==> src/rtl/core_mem_arb_pkg.sv <==
`default_nettype none
// +------------------------------------------------------------------+
// | core_mem_arb_pkg : shared encodings for the memory arbiter        |
// | Rev 1.0                                                           |
// +------------------------------------------------------------------+
package core_mem_arb_pkg;

  typedef logic [2:0] arb_state_t;

  localparam arb_state_t ARB_IDLE     = 3'd0;
  localparam arb_state_t ARB_IF_BUS   = 3'd1;
  localparam arb_state_t ARB_EX_RD    = 3'd2;
  localparam arb_state_t ARB_EX_MERGE = 3'd3;
  localparam arb_state_t ARB_EX_WR    = 3'd4;
  localparam arb_state_t ARB_RESP     = 3'd5;

  localparam int unsigned ARB_TIMEOUT_DEFAULT = 255;

  localparam logic RWInoutR   = 1'b0;
  localparam logic RWInoutW   = 1'b1;
  localparam logic HoldNone   = 1'b0;
  localparam logic HoldEnable = 1'b1;
  localparam logic [31:0] ZeroWord = 32'h0000_0000;

  // States in which a request is presented on the memory port.
  function automatic logic arb_is_bus_state(input arb_state_t s);
    return (s == ARB_IF_BUS) || (s == ARB_EX_RD) || (s == ARB_EX_WR);
  endfunction

endpackage
`default_nettype wire

==> src/rtl/core_mem_arb_timer.sv <==
`default_nettype none
// +------------------------------------------------------------------+
// | core_mem_arb_timer : loadable down-counter with expiry flag       |
// | Rev 1.0                                                           |
// +------------------------------------------------------------------+
module core_mem_arb_timer #(
  parameter int unsigned CNT_W  = 8,
  parameter bit          ENABLE = 1'b1
) (
  input  logic             clk,
  input  logic             rst,
  input  logic             load_i,
  input  logic [CNT_W-1:0] load_val_i,
  input  logic             dec_i,
  output logic             expired_o
);

  logic [CNT_W-1:0] cnt_q;
  logic [CNT_W-1:0] cnt_d;

  always_comb begin
    cnt_d = cnt_q;
    if (load_i) begin
      cnt_d = load_val_i;
    end else if (dec_i && (cnt_q != '0)) begin
      cnt_d = cnt_q - CNT_W'(1);
    end
  end

  always_ff @(posedge clk) begin
    if (rst) begin
      cnt_q <= '0;
    end else begin
      cnt_q <= cnt_d;
    end
  end

  assign expired_o = ENABLE && (cnt_q == '0);

endmodule
`default_nettype wire

==> src/rtl/core_mem_arb.sv <==
`default_nettype none
// +------------------------------------------------------------------+
// | core_mem_arb : fetch / EX arbiter and read-merge-write sequencer  |
// | Rev 1.0                                                           |
// +------------------------------------------------------------------+
module core_mem_arb
  import core_mem_arb_pkg::*;
#(
  parameter int unsigned ADDR_W         = 32,
  parameter int unsigned DATA_W         = 32,
  parameter int unsigned TIMEOUT_CYCLES = ARB_TIMEOUT_DEFAULT
) (
  input  logic              clk,
  input  logic              rst,
  input  logic              if_req_in,
  input  logic [ADDR_W-1:0] if_addr_in,
  input  logic              if_flush_in,
  output logic [DATA_W-1:0] if_data_out,
  output logic              if_ready_out,
  input  logic              ex_req_in,
  input  logic              ex_rw_in,
  input  logic [ADDR_W-1:0] ex_addr_in,
  input  logic [DATA_W-1:0] ex_wdata_in,
  output logic [DATA_W-1:0] ex_rdata_out,
  output logic              ex_ready_out,
  output logic              hold_flag_out,
  output logic              bus_err_out,
  output logic              mem_req_out,
  output logic              mem_we_out,
  output logic [ADDR_W-1:0] mem_addr_out,
  output logic [DATA_W-1:0] mem_data_out,
  input  logic [DATA_W-1:0] mem_data_in,
  input  logic              mem_ack_in
);

  localparam int unsigned TMR_W = (TIMEOUT_CYCLES > 1) ? $clog2(TIMEOUT_CYCLES) : 1;
  localparam logic [TMR_W-1:0] TMR_LOAD =
    (TIMEOUT_CYCLES == 0) ? '0 : TMR_W'(TIMEOUT_CYCLES - 1);
  localparam logic [ADDR_W-1:0] ALIGN_MASK = ~ADDR_W'(3);

  arb_state_t        state_q, state_d;
  logic              served_ex_q, served_ex_d;
  logic              ex_rw_q, ex_rw_d;
  logic              flush_seen_q, flush_seen_d;
  logic              bus_err_q, bus_err_d;
  logic              mem_req_q, mem_req_d;
  logic              mem_we_q, mem_we_d;
  logic [ADDR_W-1:0] mem_addr_q, mem_addr_d;
  logic [DATA_W-1:0] mem_data_q, mem_data_d;
  logic [DATA_W-1:0] if_data_q, if_data_d;
  logic              if_ready_q, if_ready_d;
  logic [DATA_W-1:0] ex_rdata_q, ex_rdata_d;
  logic              ex_ready_q, ex_ready_d;

  logic w_bus_state;
  logic w_tmr_expired;
  logic w_abort;
  logic w_grant;

  assign w_bus_state = arb_is_bus_state(state_q);
  assign w_abort     = w_bus_state && !mem_ack_in && w_tmr_expired;
  assign w_grant     = (state_q == ARB_IDLE) && (state_d != ARB_IDLE);

  // Reloaded on every state change, so each bus phase gets a full budget.
  core_mem_arb_timer #(
    .CNT_W  (TMR_W),
    .ENABLE (TIMEOUT_CYCLES != 0)
  ) u_timer (
    .clk        (clk),
    .rst        (rst),
    .load_i     (state_d != state_q),
    .load_val_i (TMR_LOAD),
    .dec_i      (w_bus_state && !mem_ack_in),
    .expired_o  (w_tmr_expired)
  );

  always_ff @(posedge clk) begin
    if (rst) begin
      state_q      <= ARB_IDLE;
      served_ex_q  <= 1'b0;
      ex_rw_q      <= RWInoutR;
      flush_seen_q <= 1'b0;
      bus_err_q    <= 1'b0;
      mem_req_q    <= 1'b0;
      mem_we_q     <= 1'b0;
      mem_addr_q   <= '0;
      mem_data_q   <= '0;
      if_data_q    <= '0;
      if_ready_q   <= 1'b0;
      ex_rdata_q   <= '0;
      ex_ready_q   <= 1'b0;
    end else begin
      state_q      <= state_d;
      served_ex_q  <= served_ex_d;
      ex_rw_q      <= ex_rw_d;
      flush_seen_q <= flush_seen_d;
      bus_err_q    <= bus_err_d;
      mem_req_q    <= mem_req_d;
      mem_we_q     <= mem_we_d;
      mem_addr_q   <= mem_addr_d;
      mem_data_q   <= mem_data_d;
      if_data_q    <= if_data_d;
      if_ready_q   <= if_ready_d;
      ex_rdata_q   <= ex_rdata_d;
      ex_ready_q   <= ex_ready_d;
    end
  end

  always_comb begin
    state_d = state_q;
    case (state_q)
      ARB_IDLE: begin
        if (ex_req_in) begin
          state_d = ARB_EX_RD;
        end else if (if_req_in && !if_flush_in) begin
          state_d = ARB_IF_BUS;
        end
      end
      ARB_IF_BUS:   if (mem_ack_in || w_abort) state_d = ARB_RESP;
      ARB_EX_RD: begin
        if (mem_ack_in) begin
          state_d = (ex_rw_q == RWInoutW) ? ARB_EX_MERGE : ARB_RESP;
        end else if (w_abort) begin
          state_d = ARB_RESP;
        end
      end
      ARB_EX_MERGE: state_d = ARB_EX_WR;
      ARB_EX_WR:    if (mem_ack_in || w_abort) state_d = ARB_RESP;
      ARB_RESP:     state_d = ARB_IDLE;
      default:      state_d = ARB_IDLE;
    endcase
  end

  always_comb begin
    served_ex_d  = served_ex_q;
    ex_rw_d      = ex_rw_q;
    mem_addr_d   = mem_addr_q;
    flush_seen_d = flush_seen_q;
    if (w_grant) begin
      served_ex_d  = (state_d == ARB_EX_RD);
      ex_rw_d      = (state_d == ARB_EX_RD) ? ex_rw_in : ex_rw_q;
      mem_addr_d   = ((state_d == ARB_EX_RD) ? ex_addr_in : if_addr_in) & ALIGN_MASK;
      flush_seen_d = 1'b0;
    end else if ((state_q == ARB_IF_BUS) && if_flush_in) begin
      flush_seen_d = 1'b1;
    end

    mem_req_d  = arb_is_bus_state(state_d);
    mem_we_d   = (state_d == ARB_EX_WR);
    mem_data_d = (state_q == ARB_EX_MERGE) ? ex_wdata_in : mem_data_q;

    if_data_d = if_data_q;
    if (state_q == ARB_IF_BUS) begin
      if (mem_ack_in)   if_data_d = mem_data_in;
      else if (w_abort) if_data_d = DATA_W'(ZeroWord);
    end
    ex_rdata_d = ex_rdata_q;
    if (state_q == ARB_EX_RD) begin
      if (mem_ack_in)   ex_rdata_d = mem_data_in;
      else if (w_abort) ex_rdata_d = DATA_W'(ZeroWord);
    end

    // A flush on the completing edge also suppresses the fetch pulse.
    ex_ready_d = (state_d == ARB_RESP) && served_ex_q;
    if_ready_d = (state_d == ARB_RESP) && !served_ex_q && !flush_seen_q && !if_flush_in;
    bus_err_d  = bus_err_q | w_abort;
  end

  assign hold_flag_out = (!rst && ex_req_in && !((state_q == ARB_RESP) && served_ex_q))
                         ? HoldEnable : HoldNone;

  assign if_data_out  = if_data_q;
  assign if_ready_out = if_ready_q;
  assign ex_rdata_out = ex_rdata_q;
  assign ex_ready_out = ex_ready_q;
  assign bus_err_out  = bus_err_q;
  assign mem_req_out  = mem_req_q;
  assign mem_we_out   = mem_we_q;
  assign mem_addr_out = mem_addr_q;
  assign mem_data_out = mem_data_q;

endmodule
`default_nettype wire

==> config.mk <==
export PLATFORM = sky130hd
export DESIGN_NAME = core_mem_arb
export DESIGN_NICKNAME = d
export VERILOG_FILES = /design/src/rtl/core_mem_arb_pkg.sv /design/src/rtl/core_mem_arb_timer.sv /design/src/rtl/core_mem_arb.sv
export SDC_FILE = /design/constraint.sdc
export NUM_CORES = 1
export LEC_CHECK = 0
export CORE_UTILIZATION = 45
export CTS_CLUSTER_DIAMETER = 200
export DETAILED_ROUTE_END_ITERATION = 10
export DONT_BUFFER_PORTS = 1
export PLACE_DENSITY_LB_ADDON = 0.12
export SLEW_MARGIN = 20
export SYNTH_ARGS = -nofsm -noshare
export SYNTH_HDL_FRONTEND = slang
export SYNTH_HIERARCHICAL = 1
export SYNTH_SLANG_ARGS = --single-unit
==> constraint.sdc <==
create_clock -name clk -period 8.6 [get_ports clk]
set_input_delay 1.72 -clock clk [delete_from_list [all_inputs] [get_ports clk]]
set_output_delay 1.72 -clock clk [all_outputs]
set_load 0.005 [all_outputs]
==> parameters.txt, run 1 <==
Parameter                              Value

Logic synthesis
  Cell count after synthesis    662
  Count leader, synth    dfxtp_1
  Number of library cell types mapped by synthesis    57
  Flops & latches, synth    145
  Sequential cell area fraction in the yosys report    0.497
  Post-synth design cell area    5840 sq um
  Dominant cell type by area after synthesis    dfxtp_1
  Main area contributors after synthesis    dfxtp_1 50%, a22oi_1 8.2%, nand2_1 6.4%
  Area share of the largest cell type after synthesis    0.497
  Yosys synthesis warning count    6
  EDFF count, synth    0
  Most used DFF post-synth    dfxtp_1
  Average footprint of a synthesized cell    8.82 sq um
  Most frequent cells after synthesis    145 x dfxtp_1, 99 x nand2_1, 77 x nor2_1
  Proportion of synthesized flip-flops having asynchronous set or reset    0

STA
  Fin Hold WS    0.475 ns
  Fin. max-slew vios    0
  Time the final worst path needs with I/O delays and setup    3.82 ns
  Transition time of the tightest slew-check pin    0.920 ns
  RSZ-0062 raised after global routing    false
  Worst setup margin    4.78 ns
  Setup TNS    0 ns
  Worst max-slew margin expressed relative to the limit    0.383
  Maximum clock rate    262 MHz
  Total count of hold-check failures in the final report    0
  Count of endpoints failing setup in the final report    0
  Final period utilization    0.444
  Final setup skew    0.0172 ns

Routing
  Post-DR vias/cell    5.82
  DR iter-0 viols    407
  Post-Route WL    15100 um
  Antenna Nets Post-Route    0
  Drt wl/cell    18.4 um
  Drt first pass iters    5
  Number of design rule violations left after detail routing    0
  Number of vias in the routed layout    4779

Worst setup path
  Kind of cell adding the most delay to the critical path    compound AO/OA/AOI/OAI gates
  Crit Path Class    input pin to output pin
  Critical Path AT    2.10 ns
  Buf/Inv on CP    1
  Critical Path, Cell by Cell    inv_1 -> o311a_1
  Setup crit end kind    output pin
  Critical path startpoint category    input pin
  CP max FO    145
  CP max stage cell    o311a_1
  Crit path largest cell delay    0.24 ns
  Worst path required time    6.88 ns

Clocking
  Root buf cell    clkbuf_16
  Setup Fix Bufs, Post-CTS    0
  CTS tree    built
  Clock insertion delay at the later pin of the skew report    0.42 ns
  Post-cts hold buffer count    0
  Num CTS Buffers    17
  Largest buffer count on any clock path    2
  H-tree depth    4
  Clock slew at the register clock pins of the worst setup and hold paths    0.06 ns
  CTS sink count    145
  Quantity of gates resized following cts    0

Floorplan
  Number of placement rows    41
  Number of I/O pins    269
  Core region area    12600 sq um
  Starting density of the core    0.463
  Die outline height    116 um
  Horiz. Die Dim    116 um
  Floorplan die area    13400 sq um

GRT
  Maximum number of pins on one net before global-route repair    146
  Wire length of the first global-routing pass    22000 um
  All-layer global routing usage    0.213
  Residual overflow from global routing    0
  Number of antenna violations at the first check in global routing    0
  Vias in the first global route    4478

Layout
  Relative area change from synthesis to final layout    11.1%
  Proportion of layout cells with a drive suffix above 1    0.0894
  Post-route cell area    6490 sq um
  Number of nets in the layout    773
  Final antenna diode count    0
  Core Util, Final    0.514

Placement
  Detailed placer's ending HPWL    9670 um
  Routability congestion estimate from global placement    0.775
  Placed inst area    5800 sq um
  Worst-case setup slack after placement    4.85 ns
  Count of buffers inserted at the top-level ports    0

Pwr
  Leakage power    2.31 nW
  Max IR drop VDD    0.000147 V
  Pwr dens    366 nW/um^2

Run
  Max_cap viols    0

Outcome
  Run status    finished clean

Worst hold path
  Kind of path behind the tightest hold check    flop to flop
[routing by layer]
layer,routed length (um),vias up,GRT usage
li1,-,2299,-
met1,5820,2258,0.231
met2,7600,203,0.360
met3,1530,19,0.0889
met4,172,0,0.101
met5,0,-,0
[cells by family after synthesis]
kind of cell               share of synthesized area
AOI/OAI and AO/OA                              0.231
adders and majority gates                    0.00428
xor gates and xnor gates                     0.00750
and+or+nand+nor                                0.191
other                                        0.00129
buffers and inverters                         0.0630
DFF                                            0.497
muxes                                        0.00514
[cell type report]
class	instances	area, sq um
Sequential cell	145	2900
Timing Repair Buffer	8	75.1
Tap cell	172	215
Fill cell	1214	6130
Multi-Input combinational cell	455	2610
Inverter	9	33.8
Clock buffer	19	453
Clock inverter	13	199
[metrics by stage]
stage,instances,power (mW)
detailed placement,787,1.57
floorplan,670,1.48
global route,821,2.52
CTS,819,2.38
finish,821,2.38
global placement,787,1.55
[flip-flops by register name, indices dropped and copies added, names as in the netlist]
| register | cells |
|---|---|
| mem_req_out | 1 |
| flush_seen_q | 1 |
| state_q | 3 |
| bus_err_out | 1 |
| mem_we_out | 1 |
| if_ready_out | 1 |
| mem_addr_out | 30 |
| ex_rdata_out | 32 |
| u_timer/cnt_q | 8 |
| if_data_out | 32 |
| served_ex_q | 1 |
| mem_data_out | 32 |
| ex_rw_q | 1 |
| ex_ready_out | 1 |
[cells in the final DEF (no fill, tap or decap), types with 3 or more instances in the layout]
cell	synthesis	routed
nor3b_1	3	3
bufinv_16	0	4
nor2_1	77	77
dfxtp_1	145	145
xnor2_1	4	4
o21ai_0	5	5
a21oi_1	69	69
a221o_1	30	30
inv_1	8	8
a211oi_1	3	3
a22oi_1	64	64
conb_1	2	10
inv_6	0	4
nor3_1	4	4
and3_1	5	4
clkbuf_16	0	17
mux2i_1	3	3
a31oi_1	4	4
nand3_1	33	32
buf_4	5	6
nand2_1	99	99
[power breakdown]
part / switching [mW] / total, mW / internal, mW / leakage [nW]
Clock: 0.295 / 0.802 / 0.507 / 0.313
Sequential: 0.149 / 0.957 / 0.807 / 1.18
Combinational: 0.366 / 0.619 / 0.253 / 0.813
[worst register-to-register path, cell delays in order (launching register included)]
cell and delay [ns]:
dfxtp_1 0.36, or4_4 0.59, nor4_1 0.41, or2_2 0.26, o211ai_1 0.15, a2bb2oi_1 0.17, o21ai_0 0.17, buf_4 0.21
clkinv_1 0.24, nand4b_1 0.18, o211ai_1 0.09
[worst paths after layout]
kind                     from                to  slack (ns)  cells after the start
max                       rst     hold_flag_out        4.78                      2
min          mem_data_out[16]  mem_data_out[16]        0.47                      2
max reg2reg  u_timer/cnt_q[2]  u_timer/cnt_q[1]        5.67                     10
min reg2reg  mem_data_out[16]  mem_data_out[16]        0.47                      2
(Power assumes the default switching activity.)
==> inputs of run 2 (changes only) <==
- clock period: 8.6 -> 3.44 ns (I/O delays scaled with it)
==> run 2 against run 1 <==
Compared with the run above: power is 150% higher; critical path depth is 7 higher; sequential cell count stayed put; combinational power grew to 2.5 times the previous value; global-route usage is 0.47 points higher; register-to-register slack worse by 5.1 ns; critical path type is now flop to flop; highest routed layer unchanged; worst setup slack worse by 4.3 ns; sequential share of layout area is 0.13 points higher; die area stayed put; largest cell class unchanged; routed wire length is 0.97% higher.
==> parameters.txt, run 2 (same netlist as run 1, synthesis figures left out) <==
Parameter                              Value

Outcome
  Run status    finished clean

Worst setup path
  CP max stage cell    or4_4
  Crit path largest cell delay    0.59 ns (+0.35 ns)
  FF-to-FF Start    u_timer/cnt_q[2]
  Launching instance or port of the critical path    u_timer/cnt_q[2]
  Worst path required time    3.74 ns (-3.14 ns)
  Critical Path, Cell by Cell    or4_4 -> nor4_1 -> or2_2 -> o211ai_1 -> a2bb2oi_1 -> o21ai_0 -> clkinv_1 -> nor2_1 -> a211oi_2
  Setup crit end kind    flop
  Crit Path Class    flop to flop
  Worst r2r path cells    9 (-1)
  Critical Path AT    3.21 ns (+1.11 ns)
  CP max FO    9 (-94%)
  Critical path startpoint category    flop

STA
  Maximum clock rate    343 MHz
  Final period utilization    0.848
  Worst max-slew margin expressed relative to the limit    0.373 (-0.00981)
  Final setup skew    0.00856 ns (-0.00863 ns)
  Total count of hold-check failures in the final report    0 (unchanged)
  Count of endpoints failing setup in the final report    0 (unchanged)
  Fin. max-slew vios    0 (unchanged)
  Setup TNS    0 ns (unchanged)
  Transition time of the tightest slew-check pin    0.937 ns (+0.0172 ns)
  Fin Hold WS    0.361 ns (-0.114 ns)
  Time the final worst path needs with I/O delays and setup    2.92 ns
  RSZ-0062 raised after global routing    false

Layout
  Most frequent cells in the layout    145 x dfxtp_1, 99 x nand2_1, 77 x nor2_1, 69 x a21oi_1, 64 x a22oi_1
  Post-route cell area    6470 sq um (-0.29%)
  Most frequent standard cell in the layout excluding fill and tap cells    dfxtp_1
  Final antenna diode count    0 (unchanged)
  Number of nets in the layout    775 (+0.26%)
  Relative area change from synthesis to final layout    10.8%
  Proportion of layout cells with a drive suffix above 1    0.0891 (-0.000275)

Placement
  Count of buffers inserted at the top-level ports    0 (unchanged)
  Detailed placer's ending HPWL    9950 um (+2.9%)
  Placed inst area    5820 sq um (+0.39%)
  Routability congestion estimate from global placement    0.795 (+2.6%)

Run
  Max_cap viols    0 (unchanged)

Pwr
  Pwr dens    901 nW/um^2 (+150%)
  Max IR drop VDD    0.000527 V (+260%)
  Leakage power    2.30 nW (-0.34%)

Routing
  Antenna Nets Post-Route    0 (unchanged)
  DR iter-0 viols    375 (-7.9%)
  Post-DR vias/cell    5.77 (-0.81%)
  Post-Route WL    15300 um (+0.97%)
  Drt wl/cell    18.5 um (+0.72%)
  Number of design rule violations left after detail routing    0 (unchanged)
  Number of vias in the routed layout    4752 (-0.56%)
  Drt first pass iters    6 (+1)

Worst hold path
  Startpoint of the most critical hold path    rst
  Min-Delay Path Depth    1 (-1)
  Kind of path behind the tightest hold check    input pin to flop

Floorplan
  Core region area    12600 sq um (unchanged)
  Floorplan die area    13400 sq um (unchanged)
  Die outline height    116 um (unchanged)
  Number of I/O pins    269 (unchanged)
  Number of placement rows    41 (unchanged)
  Horiz. Die Dim    116 um (unchanged)
  Starting density of the core    0.463 (unchanged)

GRT
  All-layer global routing usage    0.218 (+0.00468)
  Residual overflow from global routing    0 (unchanged)
  Vias in the first global route    4412 (-1.5%)
  Maximum number of pins on one net before global-route repair    146 (unchanged)
  Wire length of the first global-routing pass    22300 um (+1.1%)
  Number of antenna violations at the first check in global routing    0 (unchanged)

Clocking
  Largest buffer count on any clock path    2 (unchanged)
  Quantity of gates resized following cts    0 (unchanged)
  CTS sink count    145 (unchanged)
  Root buf cell    clkbuf_16
  Clock slew at the register clock pins of the worst setup and hold paths    0.06 ns (about the same)
  CTS tree    built
  Clock insertion delay at the later pin of the skew report    0.42 ns (about the same)
  H-tree depth    4 (unchanged)
  Setup Fix Bufs, Post-CTS    0 (unchanged)
  Num CTS Buffers    17 (unchanged)
  Post-cts hold buffer count    0 (unchanged)
-- run 2: changes by cell type in the layout (fill, tap and decap cells not counted), sizes merged --
cell	before	now
buf	8	10
bufinv	4	3
inv	13	9
clkinv	3	6
clkinvlp	2	3
clkbuf	19	20
-- run 2: final timing paths --
kind | endpoint | slack (ns)
setup / recovery | u_timer/cnt_q[0] | 0.52
hold reg to reg | mem_data_out[17] | 0.48
hold / removal | u_timer/cnt_q[7] | 0.36
setup reg to reg | u_timer/cnt_q[0] | 0.52
-- run 2: power breakdown --
part,leakage (nW),switching (mW),internal [mW]
combinational,0.826,0.927,0.635
sequential,1.18,0.374,2.02
clock,0.293,0.699,1.18
total,2.30,2.00,3.83
-- run 2: cell type report --
cell class              count  area, sq um
repair buffers             10         95.1
flip-flops and latches    145         2900
inverters                   9         33.8
well taps                 172          215
clock inverters            12          158
multi-input cells         455         2610
fillers                  1215         6150
clock buffers              20          457
-- run 2: worst max-delay path: cells and delay by family, from the launching register on --
kind                   cells  cell delay (ns)
AOI/OAI and AO/OA          4             0.63
buffers and inverters      1             0.33
DFF                        1             0.35
and+or+nand+nor            4             1.48
-- run 2: stage by stage --
step           setup slack, ns  total power [mW]  instances  utilization
5_1_grt                  0.300              6.20        823        0.513
2_1_floorplan            0.723              3.70        670            -
6_report                 0.525              5.83        823        0.513
4_1_cts                  0.510              5.87        822        0.510
3_5_place_dp             0.536              3.97        790        0.462
3_3_place_gp             0.599              3.91        790        0.462
-- run 2: routing by layer --
metal  wire (um)  share of wire  vias to the layer above  global-route usage
met3        1610           0.11                       21              0.0957
met5           0              0                        -                   0
met2        7540           0.49                      214               0.369
li1            -              -                     2305                   -
met4         267          0.017                        0              0.0974
met1        5860           0.38                     2212               0.234
